### src/rtl/mips_ctrl_pkg.sv
// mips_ctrl_pkg: state, opcode and mux-select encodings shared by the multicycle MIPS control and datapath.
package mips_ctrl_pkg;
  typedef enum logic [3:0] {
    S_FETCH    = 4'd0,
    S_DECODE   = 4'd1,
    S_MEMADR   = 4'd2,
    S_MEMRD    = 4'd3,
    S_MEMWB    = 4'd4,
    S_MEMWR    = 4'd5,
    S_EXECUTE  = 4'd6,
    S_ALUWB    = 4'd7,
    S_BRANCH   = 4'd8,
    S_ADDIEXEC = 4'd9,
    S_ADDIWB   = 4'd10,
    S_JUMP     = 4'd11
  } state_e;
  localparam logic [5:0] OP_LW    = 6'b100011;
  localparam logic [5:0] OP_SW    = 6'b101011;
  localparam logic [5:0] OP_RTYPE = 6'b000000;
  localparam logic [5:0] OP_BEQ   = 6'b000100;
  localparam logic [5:0] OP_ADDI  = 6'b001000;
  localparam logic [5:0] OP_J     = 6'b000010;
  localparam logic [1:0] SRCB_B     = 2'b00;
  localparam logic [1:0] SRCB_FOUR  = 2'b01;
  localparam logic [1:0] SRCB_IMM   = 2'b10;
  localparam logic [1:0] SRCB_BRIMM = 2'b11;
  localparam logic [1:0] ALUOP_ADD   = 2'b00;
  localparam logic [1:0] ALUOP_SUB   = 2'b01;
  localparam logic [1:0] ALUOP_FUNCT = 2'b10;
  localparam logic [1:0] PCSRC_ALU    = 2'b00;
  localparam logic [1:0] PCSRC_ALUOUT = 2'b01;
  localparam logic [1:0] PCSRC_JUMP   = 2'b10;
  typedef struct packed {
    logic       iord;
    logic       mem_write;
    logic       ir_write;
    logic       reg_dst;
    logic       mem_to_reg;
    logic       reg_write;
    logic       alu_src_a;
    logic [1:0] alu_src_b;
    logic [1:0] alu_op;
    logic [1:0] pc_src;
    logic       pc_write;
    logic       branch;
  } ctrl_t;
endpackage

### src/rtl/mips_ctrl_outdec.sv
// mips_ctrl_outdec: combinational state -> control-word decode for the multicycle MIPS control.
module mips_ctrl_outdec
  import mips_ctrl_pkg::*;
(
  input  state_e state_i,
  input  logic   mem_ready_i,
  output ctrl_t  ctrl_o
);
  always_comb begin
    ctrl_o = '0;
    case (state_i)
      S_FETCH: begin
        ctrl_o.alu_src_b = SRCB_FOUR;
        ctrl_o.ir_write  = mem_ready_i;
        ctrl_o.pc_write  = mem_ready_i;
      end
      S_DECODE: ctrl_o.alu_src_b = SRCB_BRIMM;
      S_MEMADR, S_ADDIEXEC: begin
        ctrl_o.alu_src_a = 1'b1;
        ctrl_o.alu_src_b = SRCB_IMM;
      end
      S_MEMRD: ctrl_o.iord = 1'b1;
      S_MEMWB: begin
        ctrl_o.mem_to_reg = 1'b1;
        ctrl_o.reg_write  = 1'b1;
      end
      S_MEMWR: begin
        ctrl_o.iord      = 1'b1;
        ctrl_o.mem_write = 1'b1;
      end
      S_EXECUTE: begin
        ctrl_o.alu_src_a = 1'b1;
        ctrl_o.alu_op    = ALUOP_FUNCT;
      end
      S_ALUWB: begin
        ctrl_o.reg_dst   = 1'b1;
        ctrl_o.reg_write = 1'b1;
      end
      S_BRANCH: begin
        ctrl_o.alu_src_a = 1'b1;
        ctrl_o.alu_op    = ALUOP_SUB;
        ctrl_o.pc_src    = PCSRC_ALUOUT;
        ctrl_o.branch    = 1'b1;
      end
      S_ADDIWB: ctrl_o.reg_write = 1'b1;
      S_JUMP: begin
        ctrl_o.pc_src   = PCSRC_JUMP;
        ctrl_o.pc_write = 1'b1;
      end
      default: ctrl_o = '0;
    endcase
  end
endmodule

### src/rtl/mips_multicycle_ctrl.sv
// mips_multicycle_ctrl: main control FSM of the multicycle MIPS datapath (state register, sequencing, pc_en gate).
module mips_multicycle_ctrl
  import mips_ctrl_pkg::*;
#(
  parameter int OPW  = 6,
  parameter int SELW = 2
) (
  input  logic            clk,
  input  logic            rst_n,
  input  logic [OPW-1:0]  op,
  input  logic            zero,
  input  logic            mem_ready,
  output logic            iord,
  output logic            mem_write,
  output logic            ir_write,
  output logic            reg_dst,
  output logic            mem_to_reg,
  output logic            reg_write,
  output logic            alu_src_a,
  output logic [SELW-1:0] alu_src_b,
  output logic [SELW-1:0] alu_op,
  output logic [SELW-1:0] pc_src,
  output logic            pc_en,
  output logic            illegal_op,
  output logic [3:0]      state_dbg
);
  state_e state_q, state_d;
  logic   illegal;
  ctrl_t  ctrl, ctrl_g;
  always_ff @(posedge clk or negedge rst_n)
    if (!rst_n) state_q <= S_FETCH;
    else        state_q <= state_d;
  always_comb begin
    state_d = S_FETCH;
    illegal = 1'b0;
    case (state_q)
      S_FETCH:    state_d = mem_ready ? S_DECODE : S_FETCH;
      S_DECODE:
        case (op)
          OP_LW, OP_SW: state_d = S_MEMADR;
          OP_RTYPE:     state_d = S_EXECUTE;
          OP_BEQ:       state_d = S_BRANCH;
          OP_ADDI:      state_d = S_ADDIEXEC;
          OP_J:         state_d = S_JUMP;
          default:      illegal = 1'b1;
        endcase
      S_MEMADR:   state_d = (op == OP_LW) ? S_MEMRD : S_MEMWR;
      S_MEMRD:    state_d = mem_ready ? S_MEMWB : S_MEMRD;
      S_MEMWR:    state_d = mem_ready ? S_FETCH : S_MEMWR;
      S_EXECUTE:  state_d = S_ALUWB;
      S_ADDIEXEC: state_d = S_ADDIWB;
      default:    state_d = S_FETCH;
    endcase
  end
  mips_ctrl_outdec u_outdec (
    .state_i     (state_q),
    .mem_ready_i (mem_ready),
    .ctrl_o      (ctrl)
  );
  // FETCH would otherwise strobe ir_write/pc_write from mem_ready while reset is held
  assign ctrl_g     = rst_n ? ctrl : '0;
  assign iord       = ctrl_g.iord;
  assign mem_write  = ctrl_g.mem_write;
  assign ir_write   = ctrl_g.ir_write;
  assign reg_dst    = ctrl_g.reg_dst;
  assign mem_to_reg = ctrl_g.mem_to_reg;
  assign reg_write  = ctrl_g.reg_write;
  assign alu_src_a  = ctrl_g.alu_src_a;
  assign alu_src_b  = ctrl_g.alu_src_b;
  assign alu_op     = ctrl_g.alu_op;
  assign pc_src     = ctrl_g.pc_src;
  assign pc_en      = ctrl_g.pc_write | (ctrl_g.branch & zero);
  assign illegal_op = rst_n & illegal;
  assign state_dbg  = state_q;
endmodule

### config.mk
export PLATFORM = sky130hd
export DESIGN_NAME = mips_multicycle_ctrl
export DESIGN_NICKNAME = d
export VERILOG_FILES = /design/src/rtl/mips_ctrl_pkg.sv /design/src/rtl/mips_ctrl_outdec.sv /design/src/rtl/mips_multicycle_ctrl.sv
export SDC_FILE = /design/constraint.sdc
export NUM_CORES = 1
export LEC_CHECK = 0
export ABC_AREA = 1
export CORE_MARGIN = 2
export CORE_UTILIZATION = 42
export DETAILED_ROUTE_END_ITERATION = 16
export PLACE_DENSITY = 0.83
export SLEW_MARGIN = 20
export SYNTH_ARGS = -nofsm -noshare
export SYNTH_HDL_FRONTEND = slang
export SYNTH_SLANG_ARGS = --single-unit
export TNS_END_PERCENT = 5
### constraint.sdc
create_clock -name clk -period 2.4 [get_ports clk]
set_input_delay 0.36 -clock clk [delete_from_list [all_inputs] [get_ports clk]]
set_output_delay 0.36 -clock clk [all_outputs]
set_load 0.05 [all_outputs]
After elaboration in Yosys (flattened, before gate mapping):

Index checks and enable logic that the tools add are counted.

* equality and inequality tests: 16
* muxes and demuxes: 21
* bitwise gates (word level): 3
* reductions and logical operators: 8

Operators by type and width (count)
* 4-bit one-hot mux with 7 select lines: 1
* 4-bit one-hot mux with 5 select lines: 1
* 4-bit by 3-bit == test with 1-bit output, second input constant: 4
* 4-bit == test, second input constant: 4
* 15-bit two-way mux: 1
* 6-bit == test, second input constant: 2
* 1-bit two-way mux: 11
* 3-bit two-way mux: 3
* 4-bit by 2-bit == test with 1-bit output, second input constant: 2
* 2-bit one-hot mux with 2 select lines: 2
* 6-bit by 2-bit == test with 1-bit output, second input constant: 1
* 6-bit by 3-bit == test with 1-bit output, second input constant: 1
* 6-bit by 4-bit == test with 1-bit output, second input constant: 1
* 6-bit zero test: 1
* 2-bit one-hot mux with 3 select lines: 1
* 2-bit OR reduction: 3
* 6-bit OR reduction: 1
* 4-bit by 1-bit == test with 1-bit output, second input constant: 1
* 4-bit zero test: 1
* 4-bit OR reduction: 1
* 3-bit OR reduction: 1
* 1-bit bitwise AND: 2
* 1-bit one-hot mux with 2 select lines: 1
* 1-bit OR: 1

* register bits after elaboration: 4
* input bits: 10
* output and inout port bits: 19
* word-level logic and storage cells: 49

Logic depth before layout (Yosys ltp):

Gate-level depths: netlist (run 1).

* word-level depth: 6
* depth in mapped cells: 8
* depth with buffers taken out: 8

Modules after synthesis:

From an unflattened synthesis (run 1), not the netlist that was laid out.

* cells, all modules: 141
* area total of the unflattened synthesis: 714.4 um^2

Modules (own cells, without submodules)
* mips_multicycle_ctrl: instances 1, cells each 103, area an instance 529.3 um^2, seq. area each 100.1 um^2
* mips_ctrl_outdec: instances 1, cells each 38, area an instance 185.2 um^2, seq. area each 0.0 um^2

Least setup slack after synthesis (run 1):

Ideal clock, no wire load.

* path kind: register to output
* from: register state_q[3] (netlist: state_dbg[3])
* to: output port pc_en
* arrival: 2153 ps
* required time: 2040 ps
* path slack: -113 ps
* cell stages (with the launch flop): 5
* buffers on the path: 0
* cells stage by stage: dfrtp_1 nand2_1 nor3_2 nand2_1 nand3_1

* cells in the longest elaborated chain, start to end: 5
* elaborated cells on any way between the ends: 8
* those cells by class: 2 x eq/ne; 3 x mux; 2 x bitwise; 1 x reduce/logical

RTL lines
* from (decl): RTL line mips_multicycle_ctrl.sv:27 `state_e state_q, state_d;`
* from (signal assigned): RTL line mips_multicycle_ctrl.sv:32 `else state_q <= state_d;`
* 4-bit == test: RTL line mips_ctrl_outdec.sv:11 `case (state_i)`
* 1-bit two-way mux: RTL line mips_ctrl_outdec.sv:11
* 15-bit two-way mux (*): RTL line mips_multicycle_ctrl.sv:61 `assign ctrl_g = rst_n ? ctrl : '0;`
* 1-bit bitwise AND: RTL line mips_multicycle_ctrl.sv:72 `assign pc_en = ctrl_g.pc_write | (ctrl_g.branch & zero);`
* 1-bit OR (*): RTL line mips_multicycle_ctrl.sv:72
* to (decl): RTL line mips_multicycle_ctrl.sv:23 `output logic pc_en,`

Mark *: on every way between the ends. The rest lies on a longest branch, timed or not.

Worst setup path after layout (run 1):

* from: input port rst_n
* to: output port illegal_op

* cells in the longest elaborated chain, start to end: 1

RTL lines
* from (decl): RTL line mips_multicycle_ctrl.sv:9 `input logic rst_n,`
* 1-bit bitwise AND: RTL line mips_multicycle_ctrl.sv:73 `assign illegal_op = rst_n & illegal;`
* to (decl): RTL line mips_multicycle_ctrl.sv:24 `output logic illegal_op,`

No other way between the ends.

==> results of run 1 <==
final cells by class:
type	count	area, µm²	share of cell area [%]
Clock buffer	3	22.5	2.11
Multi-Input combinational cell	87	410	38.4
Tap cell	15	18.8	1.76
Inverter	21	78.8	7.38
Timing Repair Buffer	29	438	41.0
Sequential cell	4	100	9.37
cell families (layout without fill, tap and decap cells):
kind of cell	Yosys count	after routing
AO/OA/AOI/OAI	8	8
buffers and inverters	22	53
flip-flops	4	4
AND/OR/NAND/NOR	79	79
through the flow:
step | setup WS, ns | hold WS, ns | instances | cell area, µm² | total power (W)
final | 0.326 | 0.434 | 159 | 1070 | 0.000496
after global routing | 0.204 | 0.430 | 159 | 1070 | 0.000530
after CTS | 0.330 | 0.431 | 159 | 1070 | 0.000496
after detailed placement | 0.338 | 0.670 | 156 | 1050 | 0.000415
after global placement | 0.356 | 0.667 | 156 | 1050 | 0.000409
after floorplan | -0.0610 | 0.0644 | 113 | 594 | 0.000280
cell usage in the layout, fill, tap and decap left out:
| cell | netlist | routed |
|---|---|---|
| o21ai_1 | 1 | 1 |
| a21oi_1 | 3 | 3 |
| inv_2 | 3 | 3 |
| nand2_2 | 2 | 2 |
| dfrtp_1 | 4 | 4 |
| nand3b_1 | 1 | 1 |
| nor2_1 | 23 | 23 |
| nand4_1 | 1 | 1 |
| buf_12 | 0 | 15 |
| o21ai_2 | 1 | 1 |
| nor3_4 | 0 | 1 |
| nor2_2 | 3 | 3 |
| clkbuf_4 | 0 | 3 |
| nor2_4 | 2 | 2 |
| nand3_1 | 15 | 15 |
| o21ai_0 | 3 | 3 |
| nand2_1 | 27 | 27 |
| buf_4 | 0 | 1 |
| inv_1 | 18 | 18 |
| clkdlybuf4s50_1 | 0 | 13 |
| nor3_1 | 4 | 4 |
where the power goes:
group	leakage, nW	total (W)	internal [W]	switching (W)
logic	0.477	0.000322	0.000125	0.000197
clock network	0.0138	0.0000802	0.0000557	0.0000245
registers	0.0541	0.0000940	0.0000758	0.0000182
total	0.545	0.000496	0.000256	0.000240
worst max-delay path by stage:
| stage | start | end | slack [ns] | depth (start not counted) |
|---|---|---|---|---|
| floorplan | state_dbg[3]$_DFF_PN0_ | pc_src[0] | -0.06 | 2 |
| global placement | rst_n | illegal_op | 0.36 | 8 |
| detailed placement | rst_n | illegal_op | 0.34 | 8 |
| CTS | rst_n | illegal_op | 0.33 | 8 |
| global route | rst_n | illegal_op | 0.20 | 8 |
| finish | rst_n | illegal_op | 0.33 | 8 |
critical path, delay by kind of cell:
| family | cells | cell delay (ns) |
|---|---|---|
| buffers and inverters | 3 | 0.81 |
| and+or+nand+nor | 5 | 0.54 |
routing by layer:
layer	GRT usage, %	vias up
met4	9.68	0
met2	40.9	39
met3	3.04	4
met1	28.1	361
li1	-	417
met5	0	-
==> run summary, run 1 <==
Synth Instances = 113
Multiplexer area fraction after synthesis = 0%
Largest register FFs = 4
Pin count of the biggest net entering global routing = 12
R2r startpoint = state_dbg[3]$_DFF_PN0_
Clock Tree Buf Depth = 2
Post-synth top flop = dfrtp_1
Xor/xnor share of the synthesized area = 0%
Cell variety after synth = 18
FF-to-FF setup slack = 1.18 ns
Clock Skew = 0.00296 ns
DP HPWL = 1510 µm
Leading area contributor after synthesis = nand2_1
Simple-gate area share of the yosys netlist = 61.3%
Max Freq = 482 MHz
ANT nets after route = 0
Syn Area/Cell = 5.20 µm²
Most frequent CP cell = nor2_1
EDFF count, synth = 0
Post-CTS Hold Fix Bufs = 0
Full die area = 1720 µm²
Critical path's largest stage delay = 0.48 ns
R2r worst-path depth = 5
Final setup violation count = 0
Core area = 1300 µm²
Crit path max fanout = 11
Max Slew Vio Count = 0
N_diodes = 0
Clock transition at path regs = 0.04 ns
H-tree levels = 1
FF-to-FF End = state_dbg[2]$_DFF_PN0_
Worst-path cell chain = clkdlybuf4s50_1 > inv_1 > nor2_1 > nand3_1 > nor2_1 > nand2_1 > nor2_1 > buf_12
IO Port Bufs = 28
Fin crit period = 2.07 ns
Max-cap violations = 0
Root Driver = clkbuf_4
Crit-path slowest cell = clkdlybuf4s50_1
IR drop worst, VDD = 0.000416 V
Top-count cell post-synth = nand2_1
First-pass GRT wire length = 3230 µm
Die height = 41.4 µm
Pwr per Cell Area = 464 nW/µm²
Routed vias/inst = 5.16
Largest family of logic cells by synthesized area = simple AND/OR/NAND/NOR gates
RSZ-0062 raised after global routing = no
Post-synthesis compound-gate area fraction = 7.45%
Number of global-route vias before repair = 769
Layout cells sized above 1 = 21.5%
Mapped cell area = 588 µm²
Nets = 156
Met2 routed WL = 902 µm
Arr. time, crit path = 1.71 ns
Site row count = 13
Static Leak = 0.545 nW
Top-area cell type share of the netlist area = 17.2%
Final Hold Viols = 0
WP data required = 2.04 ns
Seq/Total Area, Yosys = 17.0%
Initial antenna violation count = 0
Syn nets = 123
Worst hold path class = primary input to asynchronous set/reset pin
Via Count = 821
CTS sink cnt = 4
Area Growth Syn to Fin = 81.7%
Io pins = 29
Status = finished, final reports clean
Startpoint Class = primary input
Starting Density = 45.2%
Post_cts resized = 0
Post-CTS Setup Inserts = 0
Warnings from Yosys = 0
Die X = 41.4 µm
Synth top area cells = nand2_1, dfrtp_1, nor2_1
Final Cycle Share = 86.4%
Headroom to the max-slew limit = 66.5%
Adder-cell area share of the yosys netlist = 0%
Final core utilization = 82.1%
Routability Congestion = 0.929
GR Overflow Total = 0
# fillers = 96
DRT Pass-1 Iters = 5
Worst slew pin tran = 0.501 ns
Critical Path End Type = primary output
WL met3 = 85 µm
CTS buffer count = 3
CTS tree = yes
Synth top cells by count = nand2_1, nor2_1, inv_1
DRT Wirelength = 1760 µm
Iteration-0 DRC Markers = 19
TNS Setup = 0 ns
Synth Register Bits = 4
Worst-skew pair later-pin latency = 0.23 ns
Met1 Wirelength = 747 µm
Async set-or-reset flop fraction in the synthesized netlist = 100%
WL/cell = 11.1 µm
# DRC = 0
Crit Path Category = primary input to primary output
Uppermost layer routed = met4
GRT Util Overall = 23.3%
No activity file was read; power rests on OpenSTA's default activity.
==> inputs of run 2 (changes only) <==
--- a/config.mk
+++ b/config.mk
@@ -6,10 +6,11 @@
 export NUM_CORES = 1
 export LEC_CHECK = 0
 export ABC_AREA = 1
-export CORE_MARGIN = 2
-export CORE_UTILIZATION = 42
+export CORE_AREA = 2 2 39 41
 export DETAILED_ROUTE_END_ITERATION = 16
-export PLACE_DENSITY = 0.83
+export DIE_AREA = 0 0 41 43
+export DONT_BUFFER_PORTS = 1
+export GPL_ROUTABILITY_DRIVEN = 0
 export SLEW_MARGIN = 20
 export SYNTH_ARGS = -nofsm -noshare
 export SYNTH_HDL_FRONTEND = slang
==> run 2 against run 1 <==
Sequential share of layout area grew 3.6 points. Combinational power shrank 24%. Sequential cell count is the same. Non-clock buffer count shrank 12. Maximum frequency shrank 3.6%. Total power shrank 14%. Critical path depth shrank 1. Worst hold slack lost 0.048 ns. Cell count shrank 6.9%. Via count shrank 11%. Count of clock-buffer cells in the layout is the same. Critical path type is now flip-flop to primary output.
==> run summary, run 2 (synthesis gave the netlist of run 1 again) <==
Final non-filler cell area = 774 µm² (was 1070 µm²)
Static Leak = 0.459 nW (was 0.545 nW)
Psw = 0.000228 W (was 0.000240 W)
Layout cells sized above 1 = 23.5% (was 21.5%)
Area Growth Syn to Fin = 31.7% (was 81.7%)
Max Freq = 465 MHz (was 482 MHz)
CTS sink cnt = 4 (unchanged)
Final setup violation count = 0 (unchanged)
Pwr per Cell Area = 554 nW/µm² (was 464 nW/µm²)
Status = finished, final reports clean (unchanged)
Most frequent CP cell = nor2_1 (unchanged)
Nets = 144 (was 156)
Die X = 41 µm (was 41.4 µm)
IR drop worst, VDD = 0.000247 V (was 0.000416 V)
Initial antenna violation count = 0 (unchanged)
Clock Skew = 0.0106 ns (was 0.00296 ns)
Final setup margin = 0.247 ns (was 0.326 ns)
CTS tree = yes (unchanged)
Site row count = 14 (was 13)
Headroom to the max-slew limit = 57.9% (was 66.5%)
Clock Tree Buf Depth = 2 (unchanged)
Arr. time, crit path = 1.79 ns (was 1.71 ns)
CTS buffer count = 3 (unchanged)
Clock power frac = 19.8% (was 16.2%)
N_diodes = 0 (unchanged)
Inst Count DP = 144 (was 156)
Internal cell power = 0.000200 W (was 0.000256 W)
IO Port Bufs = 0 (was 28)
Commonest non-fill, non-tap cells in the layout = nand2_1, nor2_1, inv_1 (unchanged)
Critical Path End Type = primary output (unchanged)
Hold WS = 0.385 ns (was 0.434 ns)
TNS Setup = 0 ns (unchanged)
Worst-path cell chain = inv_2 > nor2_2 > nand2_2 > nand2_1 > nor2_1 > nor2_1 > buf_4 (was clkdlybuf4s50_1 > inv_1 > nor2_1 > nand3_1 > nor2_1 > nand2_1 > nor2_1 > buf_12)
Crit-path slowest cell = dfrtp_1 (was clkdlybuf4s50_1)
Worst hold path class = primary input to flip-flop (was primary input to asynchronous set/reset pin)
Commonest non-fill, non-tap cell in the layout = nand2_1 (unchanged)
Iteration-0 DRC Markers = 12 (was 19)
WP data required = 2.04 ns (about the same)
Max-cap violations = 0 (unchanged)
Post-route insts no fill = 148 (was 159)
R2r worst-path depth = 5 (unchanged)
Starting Density = 42.5% (was 45.2%)
DRT Pass-1 Iters = 6 (was 5)
Crit Path Category = flip-flop to primary output (was primary input to primary output)
ANT nets after route = 0 (unchanged)
Final Hold Viols = 0 (unchanged)
Crit path max fanout = 5 (was 11)
Place WS = 0.506 ns (was 0.338 ns)
Hold Crit Depth = 3
Core area = 1380 µm² (was 1300 µm²)
# DRC = 0 (unchanged)
Switching Share = 53.3% (was 48.4%)
Routed vias/inst = 4.93 (was 5.16)
Root Driver = clkbuf_4 (unchanged)
Clock transition at path regs = 0.04 ns (about the same)
Critical path's largest stage delay = 0.74 ns (was 0.48 ns)
First-pass GRT wire length = 2570 µm (was 3230 µm)
WL/cell = 10.4 µm (was 11.1 µm)
Worst-skew pair later-pin latency = 0.24 ns (was 0.23 ns)
Largest register FFs = 4 (unchanged)
DRT Wirelength = 1540 µm (was 1760 µm)
Io pins = 29 (unchanged)
Number of global-route vias before repair = 683 (was 769)
Final Cycle Share = 89.7% (was 86.4%)
Pin count of the biggest net entering global routing = 12 (unchanged)
Placed Instance Area = 742 µm² (was 1050 µm²)
Fin crit period = 2.15 ns (was 2.07 ns)
RSZ-0062 raised after global routing = no (unchanged)
Full die area = 1760 µm² (was 1720 µm²)
Max Slew Vio Count = 0 (unchanged)
H-tree levels = 1 (unchanged)
Worst slew pin tran = 0.632 ns (was 0.501 ns)
Via Count = 729 (was 821)
Startpoint Class = flip-flop (was primary input)
Post_cts resized = 0 (unchanged)
Sequential power share = 23.1% (was 18.9%)
Die height = 43 µm (was 41.4 µm)
DP HPWL = 1310 µm (was 1510 µm)
GR Overflow Total = 0 (unchanged)
Gate power share = 57.1% (was 64.9%)
# fillers = 150 (was 96)
GRT Util Overall = 20.6% (was 23.3%)
[run 2: layer usage]
metal  vias to the layer above  part of all wire, %  GRT usage (%)
met5                         -                    0              0
met4                         0                  3.8           14.0
met3                         6                  5.2           1.05
met2                        24                   49           32.8
met1                       307                   42           24.8
li1                        392                    -              -
[run 2: final cells by class]
| type | instances | area (µm²) | area share [%] |
|---|---|---|---|
| multi-input cells | 87 | 410 | 53.0 |
| flip-flops and latches | 4 | 100 | 12.9 |
| inverters | 21 | 78.8 | 10.2 |
| repair buffers | 17 | 143 | 18.4 |
| clock buffers | 3 | 22.5 | 2.91 |
| well taps | 16 | 20.0 | 2.58 |
[run 2: worst paths after layout]
path,start,endpoint,slack (ns)
max in group asynchronous,rst_n,state_dbg[3]$_DFF_PN0_,1.80
min,op[0],state_dbg[2]$_DFF_PN0_,0.39
min in group asynchronous,rst_n,state_dbg[1]$_DFF_PN0_,0.41
max reg2reg,state_dbg[2]$_DFF_PN0_,state_dbg[0]$_DFF_PN0_,0.96
max,state_dbg[2]$_DFF_PN0_,alu_src_a,0.25
min reg2reg,state_dbg[3]$_DFF_PN0_,state_dbg[0]$_DFF_PN0_,0.73
[run 2: power by group through the flow]
stage	clock [W]	combinational (W)	sequential (W)
finish	0.0000849	0.000245	0.0000989
global route	0.0000896	0.000266	0.000100
CTS	0.0000853	0.000246	0.0000988
detailed placement	0	0.000243	0.0000997
global placement	0	0.000242	0.0000986
floorplan	0	0.000160	0.000120
[run 2: repair_timing]
item / in CTS / in global routing
setup buffers: 0 / 0
hold endpoints to repair: 4 / 0
hold buffers: 1 / 0
[run 2: critical path, delay by kind of cell (launching register included)]
family,cells,cell delay (ns)
buf+inv,2,0.30
simple gates,5,0.52
flops,1,0.74
[run 2: stage by stage]
step | util, % | power (W)
after global placement | 53.6 | 0.000340
after CTS | 56.0 | 0.000431
after global routing | 56.0 | 0.000455
after floorplan | - | 0.000280
after detailed placement | 53.6 | 0.000343
final | 56.0 | 0.000429
==> inputs of run 3 (changes only) <==
--- a/config.mk
+++ b/config.mk
@@ -6,11 +6,13 @@
 export NUM_CORES = 1
 export LEC_CHECK = 0
 export ABC_AREA = 1
-export CORE_AREA = 2 2 39 41
+export CELL_PAD_IN_SITES_DETAIL_PLACEMENT = 0
+export CELL_PAD_IN_SITES_GLOBAL_PLACEMENT = 1
+export CORE_UTILIZATION = 39
 export DETAILED_ROUTE_END_ITERATION = 16
-export DIE_AREA = 0 0 41 43
 export DONT_BUFFER_PORTS = 1
 export GPL_ROUTABILITY_DRIVEN = 0
+export PLACE_DENSITY_LB_ADDON = 0.1
 export SLEW_MARGIN = 20
 export SYNTH_ARGS = -nofsm -noshare
 export SYNTH_HDL_FRONTEND = slang
==> run 3 against run 2 <==
Critical path depth stayed put. Worst hold slack better by 0.018 ns. Clock power is 8.4% lower. Worst setup slack better by 0.039 ns. Design area is 0.16% lower. Die area is 5.4% lower. Combinational power hardly changed. Largest power group unchanged. Count of clock-buffer cells in the layout stayed put. Global-route usage is 0.54 points lower.
==> run summary, run 3 (synthesis gave the netlist of run 1 again) <==
Die height = 40.8 µm (was 43 µm)
Pwr per Cell Area = 544 nW/µm² (was 554 nW/µm²)
Final setup margin = 0.286 ns (was 0.247 ns)
Die X = 40.8 µm (was 41 µm)
Worst slew pin tran = 0.597 ns (was 0.632 ns)
Most frequent CP cell = nor2_1 (unchanged)
Commonest non-fill, non-tap cells in the layout = nand2_1, nor2_1, inv_1 (unchanged)
Max Slew Vio Count = 0 (unchanged)
H-tree levels = 1 (unchanged)
TNS Setup = 0 ns (unchanged)
CTS tree = yes (unchanged)
Met3 GRT Util = 0% (was 1.05%)
Arr. time, crit path = 1.75 ns (was 1.79 ns)
Place WS = 0.526 ns (was 0.506 ns)
DRT Wirelength = 1480 µm (was 1540 µm)
Gate power share = 58.6% (was 57.1%)
Area of the multi-input gates = 410 µm² (unchanged)
Crit path max fanout = 5 (unchanged)
RSZ-0062 raised after global routing = no (unchanged)
Final Hold Viols = 0 (unchanged)
Worst-path cell chain = inv_2 > nor2_2 > nand2_2 > nand2_1 > nor2_1 > nor2_1 > buf_4 (unchanged)
Final Cycle Share = 88.1% (was 89.7%)
Root Driver = clkbuf_4 (unchanged)
Max Freq = 473 MHz (was 465 MHz)
Initial antenna violation count = 0 (unchanged)
Area Growth Syn to Fin = 31.5% (was 31.7%)
Worst-skew pair later-pin latency = 0.23 ns (was 0.24 ns)
CTS sink cnt = 4 (unchanged)
Clock power frac = 18.5% (was 19.8%)
Final setup violation count = 0 (unchanged)
Pin count of the biggest net entering global routing = 12 (unchanged)
Starting Density = 43.6% (was 42.5%)
GR Overflow Total = 0 (unchanged)
Critical Path End Type = primary output (unchanged)
Static Leak = 0.459 nW (unchanged)
Clock transition at path regs = 0.03 ns (was 0.04 ns)
Final non-filler cell area = 773 µm² (was 774 µm²)
Largest register FFs = 4 (unchanged)
GRT Util Overall = 20.0% (was 20.6%)
Routed vias/inst = 4.93 (about the same)
First-pass GRT wire length = 2290 µm (was 2570 µm)
# fillers = 150 (unchanged)
Placed Instance Area = 741 µm² (was 742 µm²)
Via Count = 724 (was 729)
Critical path's largest stage delay = 0.71 ns (was 0.74 ns)
GR Util met1 = 30.2% (was 24.8%)
Grt met2 use = 31.3% (was 32.8%)
Number of global-route vias before repair = 569 (was 683)
Site row count = 13 (was 14)
Commonest non-fill, non-tap cell in the layout = nand2_1 (unchanged)
Worst hold path class = primary input to asynchronous set/reset pin (was primary input to flip-flop)
Internal cell power = 0.000200 W (about the same)
Crit Path Category = flip-flop to primary output (unchanged)
Clock Tree Buf Depth = 2 (unchanged)
Full die area = 1670 µm² (was 1760 µm²)
Most used routing layer = met2 (unchanged)
WP data required = 2.04 ns (about the same)
Nets = 144 (unchanged)
# DRC = 0 (unchanged)
Crit-path slowest cell = dfrtp_1 (unchanged)
Core area = 1350 µm² (was 1380 µm²)
IR drop worst, VDD = 0.000348 V (was 0.000247 V)
Psw = 0.000220 W (was 0.000228 W)
IO Port Bufs = 0 (unchanged)
Register area = 100 µm² (unchanged)
Startpoint Class = flip-flop (unchanged)
WL/cell = 10.0 µm (was 10.4 µm)
Headroom to the max-slew limit = 60.2% (was 57.9%)
N_diodes = 0 (unchanged)
Max-cap violations = 0 (unchanged)
ANT nets after route = 0 (unchanged)
Final Power = 0.000420 W (was 0.000429 W)
Layout cells sized above 1 = 23.5% (unchanged)
DRT Pass-1 Iters = 4 (was 6)
Iteration-0 DRC Markers = 26 (was 12)
Hold WS = 0.403 ns (was 0.385 ns)
Io pins = 29 (unchanged)
CTS buffer count = 3 (unchanged)
Sequential power share = 22.9% (was 23.1%)
Fin crit period = 2.11 ns (was 2.15 ns)
DP HPWL = 1270 µm (was 1310 µm)
Status = finished, final reports clean (unchanged)
Clock Skew = 0.00144 ns (was 0.0106 ns)
Switching Share = 52.4% (was 53.3%)
==> run 3: cell counts in the layout (fill, tap and decap cells not counted) <==
Identical to the previous run, type by type.
==> run 3: per-layer routing <==
| metal | vias to the layer above | routed length, µm |
|---|---|---|
| met5 | - | 0 |
| met4 | 0 | 0 |
| met3 | 0 | 79 |
| met2 | 18 | 608 |
| met1 | 313 | 789 |
| li1 | 393 | - |
==> run 3: cell type report <==
class | instances | area share (%)
multi-input cells | 87 | 53.1
repair buffers | 17 | 18.4
flip-flops and latches | 4 | 12.9
inverters | 21 | 10.2
clock buffers | 3 | 2.91
well taps | 15 | 2.43
==> run 3: power groups by stage <==
stage	combinational (W)	sequential, W	clock [W]
after global routing	0.000269	0.0000976	0.0000823
after global placement	0.000243	0.0000964	0
after CTS	0.000246	0.0000963	0.0000815
final	0.000246	0.0000963	0.0000778
after floorplan	0.000160	0.000120	0
after detailed placement	0.000243	0.0000972	0
==> run 3: final timing paths <==
check                      cells after the start                endpoint  slack, ns              startpoint
max                                            7               alu_src_a       0.29  state_dbg[2]$_DFF_PN0_
min                                            1  state_dbg[2]$_DFF_PN0_       0.40                   rst_n
max reg2reg                                    5  state_dbg[2]$_DFF_PN0_       0.97  state_dbg[2]$_DFF_PN0_
min reg2reg                                    3  state_dbg[3]$_DFF_PN0_       0.68  state_dbg[1]$_DFF_PN0_
max in group asynchronous                      1  state_dbg[1]$_DFF_PN0_       1.83                   rst_n
min in group clk                               4  state_dbg[0]$_DFF_PN0_       0.44               mem_ready
==> run 3: what timing repair did <==
action,in CTS,in global routing
resized for setup,0,0
hold buffers,1,0
buffers inserted,0,0
endpoints found under the hold margin,4,0
==> run 3: worst max-delay path, delay by kind of cell (launching register included) <==
family        cells  cell delay (ns)
flops             1             0.71
buf+inv           2             0.30
simple gates      5             0.51
==> run 3: through the flow <==
stage | utilization [%] | instances
2_1_floorplan | - | 113
3_3_place_gp | 54.9 | 143
3_5_place_dp | 54.9 | 143
4_1_cts | 57.3 | 147
5_1_grt | 57.3 | 147
6_report | 57.3 | 147
